### config.mk
export PLATFORM = sky130hd
export DESIGN_NAME = pong_renderer
export DESIGN_NICKNAME = d
export VERILOG_FILES = /design/src/rtl/pong_renderer.sv
export SDC_FILE = /design/constraint.sdc
export NUM_CORES = 1
export LEC_CHECK = 0
export CAP_MARGIN = 15
export CORE_MARGIN = 2
export CORE_UTILIZATION = 50
export DETAILED_ROUTE_END_ITERATION = 6
export HOLD_SLACK_MARGIN = 0.1
export PLACE_DENSITY = 0.71
export SLEW_MARGIN = 30
export SYNTH_ARGS = -nofsm -noshare
export SYNTH_HDL_FRONTEND = slang
export SYNTH_SLANG_ARGS = --single-unit
### constraint.sdc
create_clock -name clk_vga -period 7.73 [get_ports clk_vga]
set_input_delay 1.546 -clock clk_vga [delete_from_list [all_inputs] [get_ports clk_vga]]
set_output_delay 1.546 -clock clk_vga [all_outputs]
set_load 0.005 [all_outputs]
### src/rtl/pong_renderer.sv
// Pong game state, updated once per frame on the vs falling edge, plus the registered RGB pixel stage.
// Define PONG_NET_EN to draw the dashed centre net.
module pong_renderer #(
   parameter int BALL_SIZE    = 8,
   parameter int PADDLE_W     = 8,
   parameter int PADDLE_H     = 64,
   parameter int PADDLE_L_X   = 16,
   parameter int PADDLE_R_X   = 616,
   parameter int BALL_SPEED   = 2,
   parameter int SERVE_FRAMES = 60,
   parameter int POINT_FRAMES = 30
) (
   input  logic       clk_vga,
   input  logic       rst,
   input  logic [9:0] x,
   input  logic [8:0] y,
   input  logic       blank_n,
   input  logic       vs,
   input  logic [8:0] paddle_l_y,
   input  logic [8:0] paddle_r_y,
   output logic [7:0] VGA_R,
   output logic [7:0] VGA_G,
   output logic [7:0] VGA_B,
   output logic [3:0] score_l,
   output logic [3:0] score_r,
   output logic       playing
);
   localparam logic [1:0] S_SERVE = 2'd0;
   localparam logic [1:0] S_PLAY  = 2'd1;
   localparam logic [1:0] S_POINT = 2'd2;

   localparam logic [10:0] BS     = 11'(BALL_SIZE);
   localparam logic [10:0] PW     = 11'(PADDLE_W);
   localparam logic [10:0] PH     = 11'(PADDLE_H);
   localparam logic [10:0] PLX    = 11'(PADDLE_L_X);
   localparam logic [10:0] PRX    = 11'(PADDLE_R_X);
   localparam logic [10:0] SPD    = 11'(BALL_SPEED);
   localparam logic [10:0] L_FACE = PLX + PW;
   localparam logic [10:0] Y_MAX  = 11'd480 - BS;
   localparam logic [10:0] X_MAX  = 11'd640 - BS;
   localparam logic [10:0] CTR_X  = (11'd640 - BS) >> 1;
   localparam logic [10:0] CTR_Y  = (11'd480 - BS) >> 1;
   localparam logic [5:0]  SERVE_LAST = 6'(SERVE_FRAMES - 1);
   localparam logic [5:0]  POINT_LAST = 6'(POINT_FRAMES - 1);

   logic        vs_q, vs_d, tick;
   logic [1:0]  state_q, state_d;
   logic [9:0]  ball_x_q, ball_x_d;
   logic [8:0]  ball_y_q, ball_y_d;
   logic        dx_q, dx_d, dy_q, dy_d;
   logic [5:0]  fcnt_q, fcnt_d;
   logic [3:0]  score_l_q, score_l_d, score_r_q, score_r_d;
   logic [8:0]  pad_l_q, pad_l_d, pad_r_q, pad_r_d;
   logic [23:0] rgb_q, rgb_d;

   logic [10:0] bx, by, pl, pr, nx, ny, x11, y11;
   logic        on_ball, on_pad, on_net;

   assign bx   = {1'b0, ball_x_q};
   assign by   = {2'b0, ball_y_q};
   assign pl   = {2'b0, paddle_l_y};
   assign pr   = {2'b0, paddle_r_y};
   assign x11  = {1'b0, x};
   assign y11  = {2'b0, y};
   assign tick = vs_q & ~vs;

   always_comb begin
      vs_d      = vs;
      state_d   = state_q;
      dx_d      = dx_q;
      dy_d      = dy_q;
      fcnt_d    = fcnt_q;
      score_l_d = score_l_q;
      score_r_d = score_r_q;
      pad_l_d   = pad_l_q;
      pad_r_d   = pad_r_q;
      nx        = bx;
      ny        = by;
      if (tick) begin
         pad_l_d = paddle_l_y;
         pad_r_d = paddle_r_y;
         case (state_q)
            S_SERVE: begin
               if (fcnt_q == SERVE_LAST) begin
                  state_d = S_PLAY;
                  fcnt_d  = 6'd0;
               end else begin
                  fcnt_d = fcnt_q + 6'd1;
               end
            end
            S_PLAY: begin
               // Every rule tests the pre-move position; later rules override earlier ones.
               nx = dx_q ? bx + SPD : bx - SPD;
               ny = dy_q ? by + SPD : by - SPD;
               if (!dy_q && by < SPD) begin
                  ny   = 11'd0;
                  dy_d = 1'b1;
               end
               if (dy_q && by + SPD > Y_MAX) begin
                  ny   = Y_MAX;
                  dy_d = 1'b0;
               end
               if (!dx_q && bx >= L_FACE && bx - SPD < L_FACE && by + BS > pl && by < pl + PH) begin
                  nx   = L_FACE;
                  dx_d = 1'b1;
               end
               if (dx_q && bx + BS <= PRX && bx + BS + SPD > PRX && by + BS > pr && by < pr + PH) begin
                  nx   = PRX - BS;
                  dx_d = 1'b0;
               end
               if (!dx_q && bx < SPD) begin
                  nx        = 11'd0;
                  dx_d      = 1'b0;
                  score_r_d = (score_r_q == 4'd9) ? 4'd0 : score_r_q + 4'd1;
                  state_d   = S_POINT;
                  fcnt_d    = 6'd0;
               end
               if (dx_q && bx + BS + SPD > 11'd640) begin
                  nx        = X_MAX;
                  dx_d      = 1'b1;
                  score_l_d = (score_l_q == 4'd9) ? 4'd0 : score_l_q + 4'd1;
                  state_d   = S_POINT;
                  fcnt_d    = 6'd0;
               end
            end
            S_POINT: begin
               // dx still points at the side that conceded, so the serve heads there.
               if (fcnt_q == POINT_LAST) begin
                  state_d = S_SERVE;
                  fcnt_d  = 6'd0;
                  nx      = CTR_X;
                  ny      = CTR_Y;
               end else begin
                  fcnt_d = fcnt_q + 6'd1;
               end
            end
            default: state_d = S_SERVE;
         endcase
      end
      ball_x_d = 10'(nx);
      ball_y_d = 9'(ny);
   end

   always_comb begin
      on_ball = (state_q != S_POINT) && x11 >= bx && x11 < bx + BS && y11 >= by && y11 < by + BS;
      on_pad  = (y11 >= {2'b0, pad_l_q} && y11 < {2'b0, pad_l_q} + PH && x11 >= PLX && x11 < PLX + PW) ||
                (y11 >= {2'b0, pad_r_q} && y11 < {2'b0, pad_r_q} + PH && x11 >= PRX && x11 < PRX + PW);
`ifdef PONG_NET_EN
      on_net  = (x >= 10'd318) && (x <= 10'd321) && !y[4];
`else
      on_net  = 1'b0;
`endif
      rgb_d = 24'h000000;
      if (blank_n) begin
         if (on_ball || on_pad) rgb_d = 24'hFFFFFF;
         else if (on_net)       rgb_d = 24'h808080;
      end
   end

   always_ff @(posedge clk_vga or posedge rst) begin
      if (rst) begin
         vs_q      <= 1'b1;
         state_q   <= S_SERVE;
         ball_x_q  <= 10'(CTR_X);
         ball_y_q  <= 9'(CTR_Y);
         dx_q      <= 1'b1;
         dy_q      <= 1'b1;
         fcnt_q    <= 6'd0;
         score_l_q <= 4'd0;
         score_r_q <= 4'd0;
         pad_l_q   <= 9'd0;
         pad_r_q   <= 9'd0;
         rgb_q     <= 24'h000000;
      end else begin
         vs_q      <= vs_d;
         state_q   <= state_d;
         ball_x_q  <= ball_x_d;
         ball_y_q  <= ball_y_d;
         dx_q      <= dx_d;
         dy_q      <= dy_d;
         fcnt_q    <= fcnt_d;
         score_l_q <= score_l_d;
         score_r_q <= score_r_d;
         pad_l_q   <= pad_l_d;
         pad_r_q   <= pad_r_d;
         rgb_q     <= rgb_d;
      end
   end

   assign VGA_R   = rgb_q[23:16];
   assign VGA_G   = rgb_q[15:8];
   assign VGA_B   = rgb_q[7:0];
   assign score_l = score_l_q;
   assign score_r = score_r_q;
   assign playing = (state_q == S_PLAY);
endmodule

==> results of run 1 <==
-- synthesized netlist by cell type, types with 3 or more instances --
library cell / count
a2111oi_0: 3
a211oi_1: 6
a21o_1: 11
a21oi_1: 49
a221oi_1: 6
a22o_1: 3
a31oi_1: 12
and2_1: 4
and3_1: 3
and4_1: 4
buf_2: 5
buf_4: 25
clkbuf_1: 17
dfrtp_1: 42
dfstp_2: 13
ha_1: 105
inv_1: 76
mux2_2: 4
nand2_1: 69
nand2b_1: 9
nand3_1: 26
nand4_1: 14
nand4b_1: 3
nor2_1: 42
nor2b_1: 9
nor3_1: 12
nor4_1: 3
nor4b_1: 3
o2111ai_1: 3
o211ai_1: 5
o21a_1: 9
o21ai_0: 72
o31ai_1: 7
o32a_1: 4
or2_2: 3
or3_1: 3
xnor2_1: 26
xor2_1: 3
-- metal layers --
metal,vias up,track usage [%],share of wire (%)
met2,170,45.2,50
met4,0,6.99,1.9
met1,2665,32.8,44
li1,2770,-,-
met5,-,0,0
met3,26,2.69,4.1
-- area by class of cell --
cell class	instances	area, µm²	area share [%]
clock buffers	5	125	1.81
clock inverters	3	25.0	0.362
inverters	78	293	4.24
multi-input cells	579	4160	60.1
flip-flops and latches	55	1390	20.1
well taps	147	184	2.66
repair buffers	74	736	10.6
-- power groups by stage --
stage,combinational [mW],sequential (mW),clock (mW)
after floorplan,0.231,0.343,0
after global placement,0.300,0.359,0
after detailed placement,0.311,0.360,0
after CTS,0.314,0.355,0.248
after global routing,0.362,0.361,0.259
final,0.315,0.356,0.244
-- metrics by stage --
stage | std cells | setup WS, ps | util, % | instance area [µm²] | total power [mW]
after floorplan | 761 | 3890 | - | 6140 | 0.574
after global placement | 933 | 3010 | 56.3 | 6760 | 0.659
after detailed placement | 933 | 3010 | 56.3 | 6760 | 0.671
after CTS | 941 | 3320 | 57.5 | 6910 | 0.917
after global routing | 941 | 3010 | 57.5 | 6910 | 0.983
final | 941 | 3230 | 57.5 | 6910 | 0.914
-- path summary, 6_finish.rpt --
check / start / to / slack [ps] / cells after the start
setup / recovery: paddle_r_y[1] / ball_x_q[6]$_DFFE_PP0P_ / 3230 / 12
hold / removal: fcnt_q[4]$_DFFE_PP0P_ / fcnt_q[4]$_DFFE_PP0P_ / 480 / 1
setup reg to reg: ball_x_q[3]$_DFFE_PP1P_ / fcnt_q[5]$_DFFE_PP0P_ / 3650 / 11
hold reg to reg: fcnt_q[4]$_DFFE_PP0P_ / fcnt_q[4]$_DFFE_PP0P_ / 480 / 1
max in group asynchronous: rst / pad_r_q[3]$_DFFE_PP0P_ / 5510 / 3
min in group asynchronous: rst / fcnt_q[1]$_DFFE_PP0P_ / 1760 / 3
-- logic make-up (layout without fill, tap and decap cells) --
kind of cell               Yosys count  after routing  synth area share [%]
buffers and inverters              127            160                  9.64
AOI/OAI and AO/OA                  221            221                  23.3
and+or+nand+nor                    218            218                  17.8
xor gates and xnor gates            29             29                  4.14
adders and majority gates          105            105                  21.4
muxes                                6              6                  1.06
DFF                                 55             55                  22.7
-- registers in the layout, summed over array words and instances (netlist names), 2 cells and up --
| signal | cells |
|---|---|
| state_q | 2 |
| ball_y_q | 8 |
| score_l | 4 |
| pad_l_q | 9 |
| pad_r_q | 9 |
| ball_x_q | 9 |
| fcnt_q | 6 |
| score_r | 4 |
-- cell usage in the layout (no fill, tap or decap), types with 11 or more instances in the layout --
| cell type | n |
|---|---|
| a21o_1 | 11 |
| a21oi_1 | 49 |
| a31oi_1 | 12 |
| clkdlybuf4s50_1 | 72 |
| dfrtp_1 | 42 |
| dfstp_2 | 13 |
| ha_1 | 105 |
| inv_1 | 75 |
| nand2_1 | 69 |
| nand3_1 | 26 |
| nand4_1 | 14 |
| nor2_1 | 42 |
| nor3_1 | 12 |
| o21ai_0 | 72 |
| xnor2_1 | 26 |
==> results by group, run 1 <==
Outcome
  – Status: complete, no violations

Global route
  – Largest net degree at the start of global routing: 56
  – Vias in the first global route: 5,506
  – Initial antenna violation count: 0
  – GRT Total Usage: 25.4%
  – First-pass GRT wire length: 27,200 µm
  – Total gr overflow: 0

Synthesis
  – Post-synthesis average cell area: 8.07 µm²
  – Top cells by area, synth: ha_1, dfrtp_1, o21ai_0
  – Top-area cell type share of the netlist area: 21.4%
  – Sequential element share of the synthesized area: 22.7%
  – Yosys warns: 0
  – Synthesized flop and latch total: 55
  – Post-Syn Instances: 761
  – Synth unique cells: 73
  – Synth area leader: ha_1
  – Syn nets: 907
  – Synth Cell Area: 6140 µm²
  – Commonest register cell after synthesis: dfrtp_1
  – FFs w/ async S/R, synth: 100%
  – Number of synthesized flops with an enable pin: 0

Placement
  – Placer Congestion: 0.883
  – Port Buf Inserts: 72
  – HPWL Detailed: 12,600 µm

Critical path
  – Worst path slowest cell: or4b_2
  – Crit Path Max Fanout: 10
  – Critical path capture point type: flop
  – CP Buf/Inv Count: 2
  – Critical Path RT: 7930 ps
  – Critical Path, Cell by Cell: clkdlybuf4s50_1, inv_1, ha_1, nor2b_1, o21ai_0, a21oi_1, or4b_2, a21oi_1, nor3_1, nand4bb_1, o21ai_0, a311o_1
  – Worst EP arrival: 4700 ps
  – Delay-heaviest family, CP: simple AND/OR/NAND/NOR gates
  – Setup CP Type: input pin to flop
  – Worst Setup Start Kind: input pin
  – Max stage delay on crit path: 650 ps

Finish
  – Fillers: 1,134
  – Final net count: 939
  – Layout cells sized above 1: 5.42%
  – Antenna Cells: 0
  – Layout area overhead: 12.6%

STA
  – Period utilisation layout: 58.2%
  – Fin. Hold Viols: 0
  – Worst slew margin: 51.6%
  – Slew Limit Fails: 0
  – Setup TNS: 0 ps
  – Tightest Pin Transition: 720 ps
  – Clk_skew: 10.4 ps
  – Unrepaired setup endpoints after global routing: no
  – Final-report setup violation count: 0
  – Hold_ws: 485 ps
  – FMAX: 222 MHz
  – Post-layout min period: 4500 ps

Clock network
  – CTS tree: yes
  – Worst-path clk slew: 80 ps
  – CTS Buf Count: 5
  – Hold-fix buffers, CTS: 0
  – Clock root cell: clkbuf_16
  – Resize count post-CTS: 0
  – CTS Buffer Depth: 2
  – Post-CTS Setup Inserts: 0
  – Clk Latency, worst-skew pair: 310 ps
  – CTS sink count: 55
  – H-tree Lvls: 2

Floorplan
  – Initial core utilization: 51.1%
  – Row count: 40
  – Die area: 13,200 µm²
  – Core Area: 12,000 µm²
  – IO Count: 74
  – Die height: 115 µm
  – Die width: 115 µm

Route
  – Via-to-Cell Ratio: 5.98
  – Post-detailed-route DRC marker count: 0
  – DR WL/cell: 17.1 µm
  – DRT Wirelength: 16,100 µm
  – DR vias: 5,631
  – ANT nets after route: 0
  – DRT iter0 DRCs: 489
  – Number of detailed-route iterations in the first pass: 6

Power
  – Switch Pwr: 0.332 mW
  – P per Cell Area: 132 nW/µm²
  – Comb pwr share: 34.4%
  – Sw Ratio: 36.3%
  – Worst IR Drop VDD: 0.103 mV
  – Clk network pwr share: 26.7%
  – P_int: 0.583 mW
  – Flop pwr share: 38.9%
  – Lkg Pwr: 3.03 nW

Hold path
  – Type of the worst min-delay path: flop to flop

Job
  – Max cap viols: 0
Note: power is estimated with default switching activity, not from simulation.
==> inputs of run 2 (changes only) <==
==> constraint.sdc (replaced) <==
create_clock -name clk_vga -period 4.4 [get_ports clk_vga]
set_input_delay 0.88 -clock clk_vga [delete_from_list [all_inputs] [get_ports clk_vga]]
set_output_delay 0.88 -clock clk_vga [all_outputs]
set_load 0.005 [all_outputs]
==> results by group, run 2 (synthesis results as in run 1) <==
Clock network
  – Clk Latency, worst-skew pair: 310 ps
  – CTS Buf Count: 5
  – Worst-path clk slew: 80 ps
  – CTS sink count: 55
  – Post-CTS Setup Inserts: 0
  – Clock root cell: clkbuf_16
  – CTS tree: yes
  – H-tree Lvls: 2
  – Hold-fix buffers, CTS: 0
  – CTS Buffer Depth: 2
  – Resize count post-CTS: 0

STA
  – Fin. Hold Viols: 0
  – Unrepaired setup endpoints after global routing: no
  – Clk_skew: 9.38 ps
  – Period utilisation layout: 89.0%
  – Setup TNS: 0 ps
  – Worst slew margin: 50.9%
  – Post-layout min period: 3920 ps
  – FMAX: 255 MHz
  – Final-report setup violation count: 0
  – Tightest Pin Transition: 718 ps
  – Slew Limit Fails: 0
  – Final worst slack: 484 ps

Placement
  – Pre-CTS setup slack: 467 ps
  – Placed Cells: 939
  – Port Buf Inserts: 72
  – Placer Congestion: 0.892
  – HPWL Detailed: 12,900 µm

Outcome
  – Status: complete, no violations

Floorplan
  – IO Count: 74
  – Row count: 40
  – Core Area: 12,000 µm²
  – Die width: 115 µm
  – Die height: 115 µm
  – Die area: 13,200 µm²
  – Initial core utilization: 51.1%

Hold path
  – Type of the worst min-delay path: flop to flop

Route
  – DRT iter0 DRCs: 528
  – Via-to-Cell Ratio: 5.93
  – DRT Wirelength: 16,300 µm
  – Number of detailed-route iterations in the first pass: 5
  – ANT nets after route: 0
  – DR WL/cell: 17.2 µm
  – DR vias: 5,611
  – Post-detailed-route DRC marker count: 0

Global route
  – Largest net degree at the start of global routing: 35
  – Vias in the first global route: 5,531
  – Total gr overflow: 0
  – First-pass GRT wire length: 27,400 µm
  – GRT Total Usage: 25.7%
  – Initial antenna violation count: 0

Power
  – Switch Pwr: 0.592 mW
  – Total Power: 1.62 mW
  – Sw Ratio: 36.5%
  – Worst IR Drop VDD: 0.207 mV
  – Comb pwr share: 34.6%
  – Lkg Pwr: 3.06 nW
  – Flop pwr share: 38.5%
  – P per Cell Area: 233 nW/µm²
  – Clk network pwr share: 26.9%
  – P_int: 1.03 mW

Critical path
  – Worst Setup Start Kind: flop
  – Crit Path Max Fanout: 14
  – Critical path capture point type: flop
  – Setup CP Type: flop to flop
  – Worst EP arrival: 4120 ps
  – Cell mode on critical path: nand4b_1
  – Max stage delay on crit path: 730 ps
  – Critical Path, Cell by Cell: inv_1, ha_1, nand4b_1, a21oi_1, nor3_1, a211oi_1, nand4b_1, o221ai_2, a311o_1, or2_4, o41ai_2
  – Worst path slowest cell: dfstp_2
  – Critical Path RT: 4610 ps

Finish
  – Most common cell after layout, fill and taps aside: ha_1
  – Final net count: 945
  – Fin cells: 947
  – Antenna Cells: 0
  – Layout area overhead: 13.4%
  – Layout cells sized above 1: 6.13%
  – Most frequent cells in the layout: ha_1, inv_1, o21ai_0, clkdlybuf4s50_1, nand2_1
  – Biggest regs: ball_x_q: 9 flops, pad_l_q: 9 flops, pad_r_q: 9 flops
  – Utilization after layout: 57.9%

Job
  – Max cap viols: 0
[run 2: changes by cell type in the layout (fill, tap and decap cells not counted)]
cell   change
buf_4      +6
inv_8      +1
inv_6      -1
[run 2: stage by stage]
step	area, µm²	hold slack, ps
after CTS	6960	499
after detailed placement	6810	482
after global placement	6810	467
after global routing	6960	530
final	6960	492
after floorplan	6140	445
[run 2: power groups by stage]
| stage | Clock, mW | Combinational [mW] | Sequential (mW) |
|---|---|---|---|
| 5_1_grt | 0.458 | 0.642 | 0.634 |
| 3_5_place_dp | 0 | 0.556 | 0.631 |
| 2_1_floorplan | 0 | 0.406 | 0.603 |
| 4_1_cts | 0.445 | 0.561 | 0.622 |
| 3_3_place_gp | 0 | 0.536 | 0.627 |
| 6_report | 0.435 | 0.561 | 0.624 |
[run 2: worst paths after layout]
kind,startpoint,cells after the start,slack [ps],end
setup / recovery,ball_x_q[4]$_DFFE_PP1P_,11,480,fcnt_q[5]$_DFFE_PP0P_
hold / removal,fcnt_q[4]$_DFFE_PP0P_,1,490,fcnt_q[4]$_DFFE_PP0P_
setup reg to reg,ball_x_q[4]$_DFFE_PP1P_,11,480,fcnt_q[5]$_DFFE_PP0P_
hold reg to reg,fcnt_q[4]$_DFFE_PP0P_,1,490,fcnt_q[4]$_DFFE_PP0P_
max in group asynchronous,rst,3,2580,ball_y_q[6]$_DFFE_PP1P_
min in group asynchronous,rst,2,960,ball_y_q[4]$_DFFE_PP0P_
[run 2: routing by layer]
layer | track usage (%) | part of all wire [%]
met5 | 0 | 0
met4 | 8.35 | 2.4
met3 | 3.32 | 4.0
met2 | 45.4 | 49
met1 | 32.6 | 44
[run 2: area by class of cell]
class	instances	area [µm²]
Fill cell	1088	5050
Multi-Input combinational cell	579	4160
Sequential cell	55	1390
Timing Repair Buffer	80	781
Inverter	78	293
Tap cell	147	184
Clock buffer	5	125
Clock inverter	3	27.5
[run 2: critical path: cells and delay by family (launching register included)]
family,cells,cell delay (ps)
DFF,1,730
adders and majority gates,1,410
and+or+nand+nor,4,960
buffers and inverters,1,210
AOI/OAI and AO/OA,5,1510
==> inputs of run 3 (changes only) <==
--- a/config.mk
+++ b/config.mk
@@ -6,7 +6,6 @@
 export NUM_CORES = 1
 export LEC_CHECK = 0
 export CAP_MARGIN = 15
-export CORE_MARGIN = 2
 export CORE_UTILIZATION = 50
 export DETAILED_ROUTE_END_ITERATION = 6
 export HOLD_SLACK_MARGIN = 0.1
==> results by group, run 3 (synthesis results as in run 1) <==
Hold path
  – Worst hold start: fcnt_q[4]$_DFFE_PP0P_
  – Hold endpoint: fcnt_q[4]$_DFFE_PP0P_
  – Type of the worst min-delay path: flop to flop
  – WHS Path Cells: 1

Power
  – P_int: 1.03 mW
  – Switch Pwr: 0.576 mW
  – Clk network pwr share: 26.4%
  – P per Cell Area: 230 nW/µm²
  – Sw Ratio: 35.9%
  – Lkg Pwr: 3.05 nW
  – Total Power: 1.60 mW
  – Flop pwr share: 38.8%
  – Worst IR Drop VDD: 0.138 mV
  – Comb pwr share: 34.8%

STA
  – Period utilisation layout: 88.0%
  – Setup TNS: 0 ps
  – Fin. Hold Viols: 0
  – Unrepaired setup endpoints after global routing: no
  – Final-report setup violation count: 0
  – Clk_skew: 7.41 ps
  – FMAX: 258 MHz
  – Post-layout min period: 3870 ps
  – Worst slew margin: 50.4%
  – Tightest Pin Transition: 738 ps
  – Slew Limit Fails: 0

Clock network
  – Resize count post-CTS: 0
  – CTS tree: yes
  – Hold-fix buffers, CTS: 0
  – Clk Latency, worst-skew pair: 300 ps
  – H-tree Lvls: 2
  – Worst-path clk slew: 80 ps
  – CTS sink count: 55
  – CTS Buffer Depth: 2
  – Post-CTS Setup Inserts: 0
  – Clock root cell: clkbuf_16
  – CTS Buf Count: 5

Critical path
  – Crit Path Max Fanout: 14
  – Critical Path RT: 4600 ps
  – Worst EP arrival: 4070 ps
  – Worst r2r src: ball_x_q[4]$_DFFE_PP1P_
  – RR Endpoint: fcnt_q[5]$_DFFE_PP0P_
  – Setup CP Type: flop to flop
  – Critical Path, Cell by Cell: inv_1, ha_1, nand4b_1, nor2_1, nand2_1, xnor2_1, a211oi_2, o221ai_2, a311o_1, or2_4, o41ai_2
  – Worst path slowest cell: dfstp_2
  – Reg2Reg Setup Slack: 530 ps
  – Critical path capture point type: flop
  – Max stage delay on crit path: 740 ps
  – R2r worst-path depth: 11
  – Worst Setup Start Kind: flop

Floorplan
  – Core Area: 12,000 µm²
  – Die height: 113 µm
  – IO Count: 74
  – Initial core utilization: 51.1%
  – Die area: 12,700 µm²
  – Row count: 40
  – Die width: 113 µm

Finish
  – Most frequent cells in the layout: ha_1, inv_1, o21ai_0, clkdlybuf4s50_1, nand2_1
  – Final net count: 944
  – Antenna Cells: 0
  – Final instance area: 6950 µm²
  – Layout cells sized above 1: 6.01%
  – Layout area overhead: 13.3%
  – Most common cell after layout, fill and taps aside: ha_1
  – Biggest regs: ball_x_q: 9 flops, pad_l_q: 9 flops, pad_r_q: 9 flops

Route
  – DR vias: 5,584
  – Number of detailed-route iterations in the first pass: 5
  – DR WL/cell: 16.6 µm
  – DRT iter0 DRCs: 398
  – DRT Wirelength: 15,700 µm
  – Via-to-Cell Ratio: 5.90
  – Post-detailed-route DRC marker count: 0
  – ANT nets after route: 0

Placement
  – Placer Congestion: 0.926
  – Port Buf Inserts: 72
  – HPWL Detailed: 12,500 µm
  – Cell Area, Placed: 6800 µm²

Global route
  – Total gr overflow: 0
  – First-pass GRT wire length: 26,700 µm
  – Vias in the first global route: 5,524
  – Initial antenna violation count: 0
  – Largest net degree at the start of global routing: 52
  – GRT Total Usage: 25.8%

Outcome
  – Status: complete, no violations

Job
  – Max cap viols: 0
## run 3: cell types whose count changed in the layout (fill, tap and decap cells not counted)
cell      previous run  this run
buf_4                8         7
clkinv_4             0         1
inv_2                2         1
inv_4                0         1
inv_6                1         0
## run 3: worst max-delay path, delay by kind of cell, from the launching register on
family | cells | cell delay (ps)
flip-flops | 1 | 740
AND/OR/NAND/NOR | 4 | 970
adder cells (fa/ha/maj) | 1 | 440
XOR/XNOR | 1 | 200
AO/OA/AOI/OAI | 4 | 1230
buffers and inverters | 1 | 210
## run 3: power by group through the flow
stage                     Combinational [mW]  Sequential, mW  Clock [mW]
final                                  0.557           0.622       0.423
after global placement                 0.531           0.628           0
after global routing                   0.641           0.630       0.449
after floorplan                        0.406           0.603           0
after detailed placement               0.551           0.630           0
after CTS                              0.556           0.621       0.429
## run 3: area by class of cell
type                    instances  area, µm²
flip-flops and latches         55       1390
inverters                      78        295
fillers                      1112       5060
well taps                     147        184
clock buffers                   5        125
multi-input cells             579       4160
repair buffers                 79        773
clock inverters                 3       27.5
## run 3: worst max path at each step
stage,start,end,slack [ps]
final,ball_x_q[4]$_DFFE_PP1P_,fcnt_q[5]$_DFFE_PP0P_,530
after global routing,ball_x_q[4]$_DFFE_PP1P_,fcnt_q[5]$_DFFE_PP0P_,280
after detailed placement,paddle_r_y[1],ball_x_q[4]$_DFFE_PP1P_,540
after floorplan,ball_x_q[3]$_DFFE_PP1P_,fcnt_q[5]$_DFFE_PP0P_,1030
after global placement,paddle_r_y[1],ball_x_q[3]$_DFFE_PP1P_,530
after CTS,ball_x_q[4]$_DFFE_PP1P_,fcnt_q[5]$_DFFE_PP0P_,550
## run 3: through the flow
stage	worst slack, ps	util, %	instances	hold slack, ps
global placement	533	56.6	938	469
floorplan	1030	-	761	445
finish	529	57.9	946	481
detailed placement	540	56.6	938	470
CTS	549	57.9	946	485
global route	280	57.9	946	511
## run 3: layer usage
layer  track usage (%)  routed length [µm]
met3              2.25                 519
met2              45.9                7550
met5                 0                   0
met1              32.6                7190
met4              9.78                 488
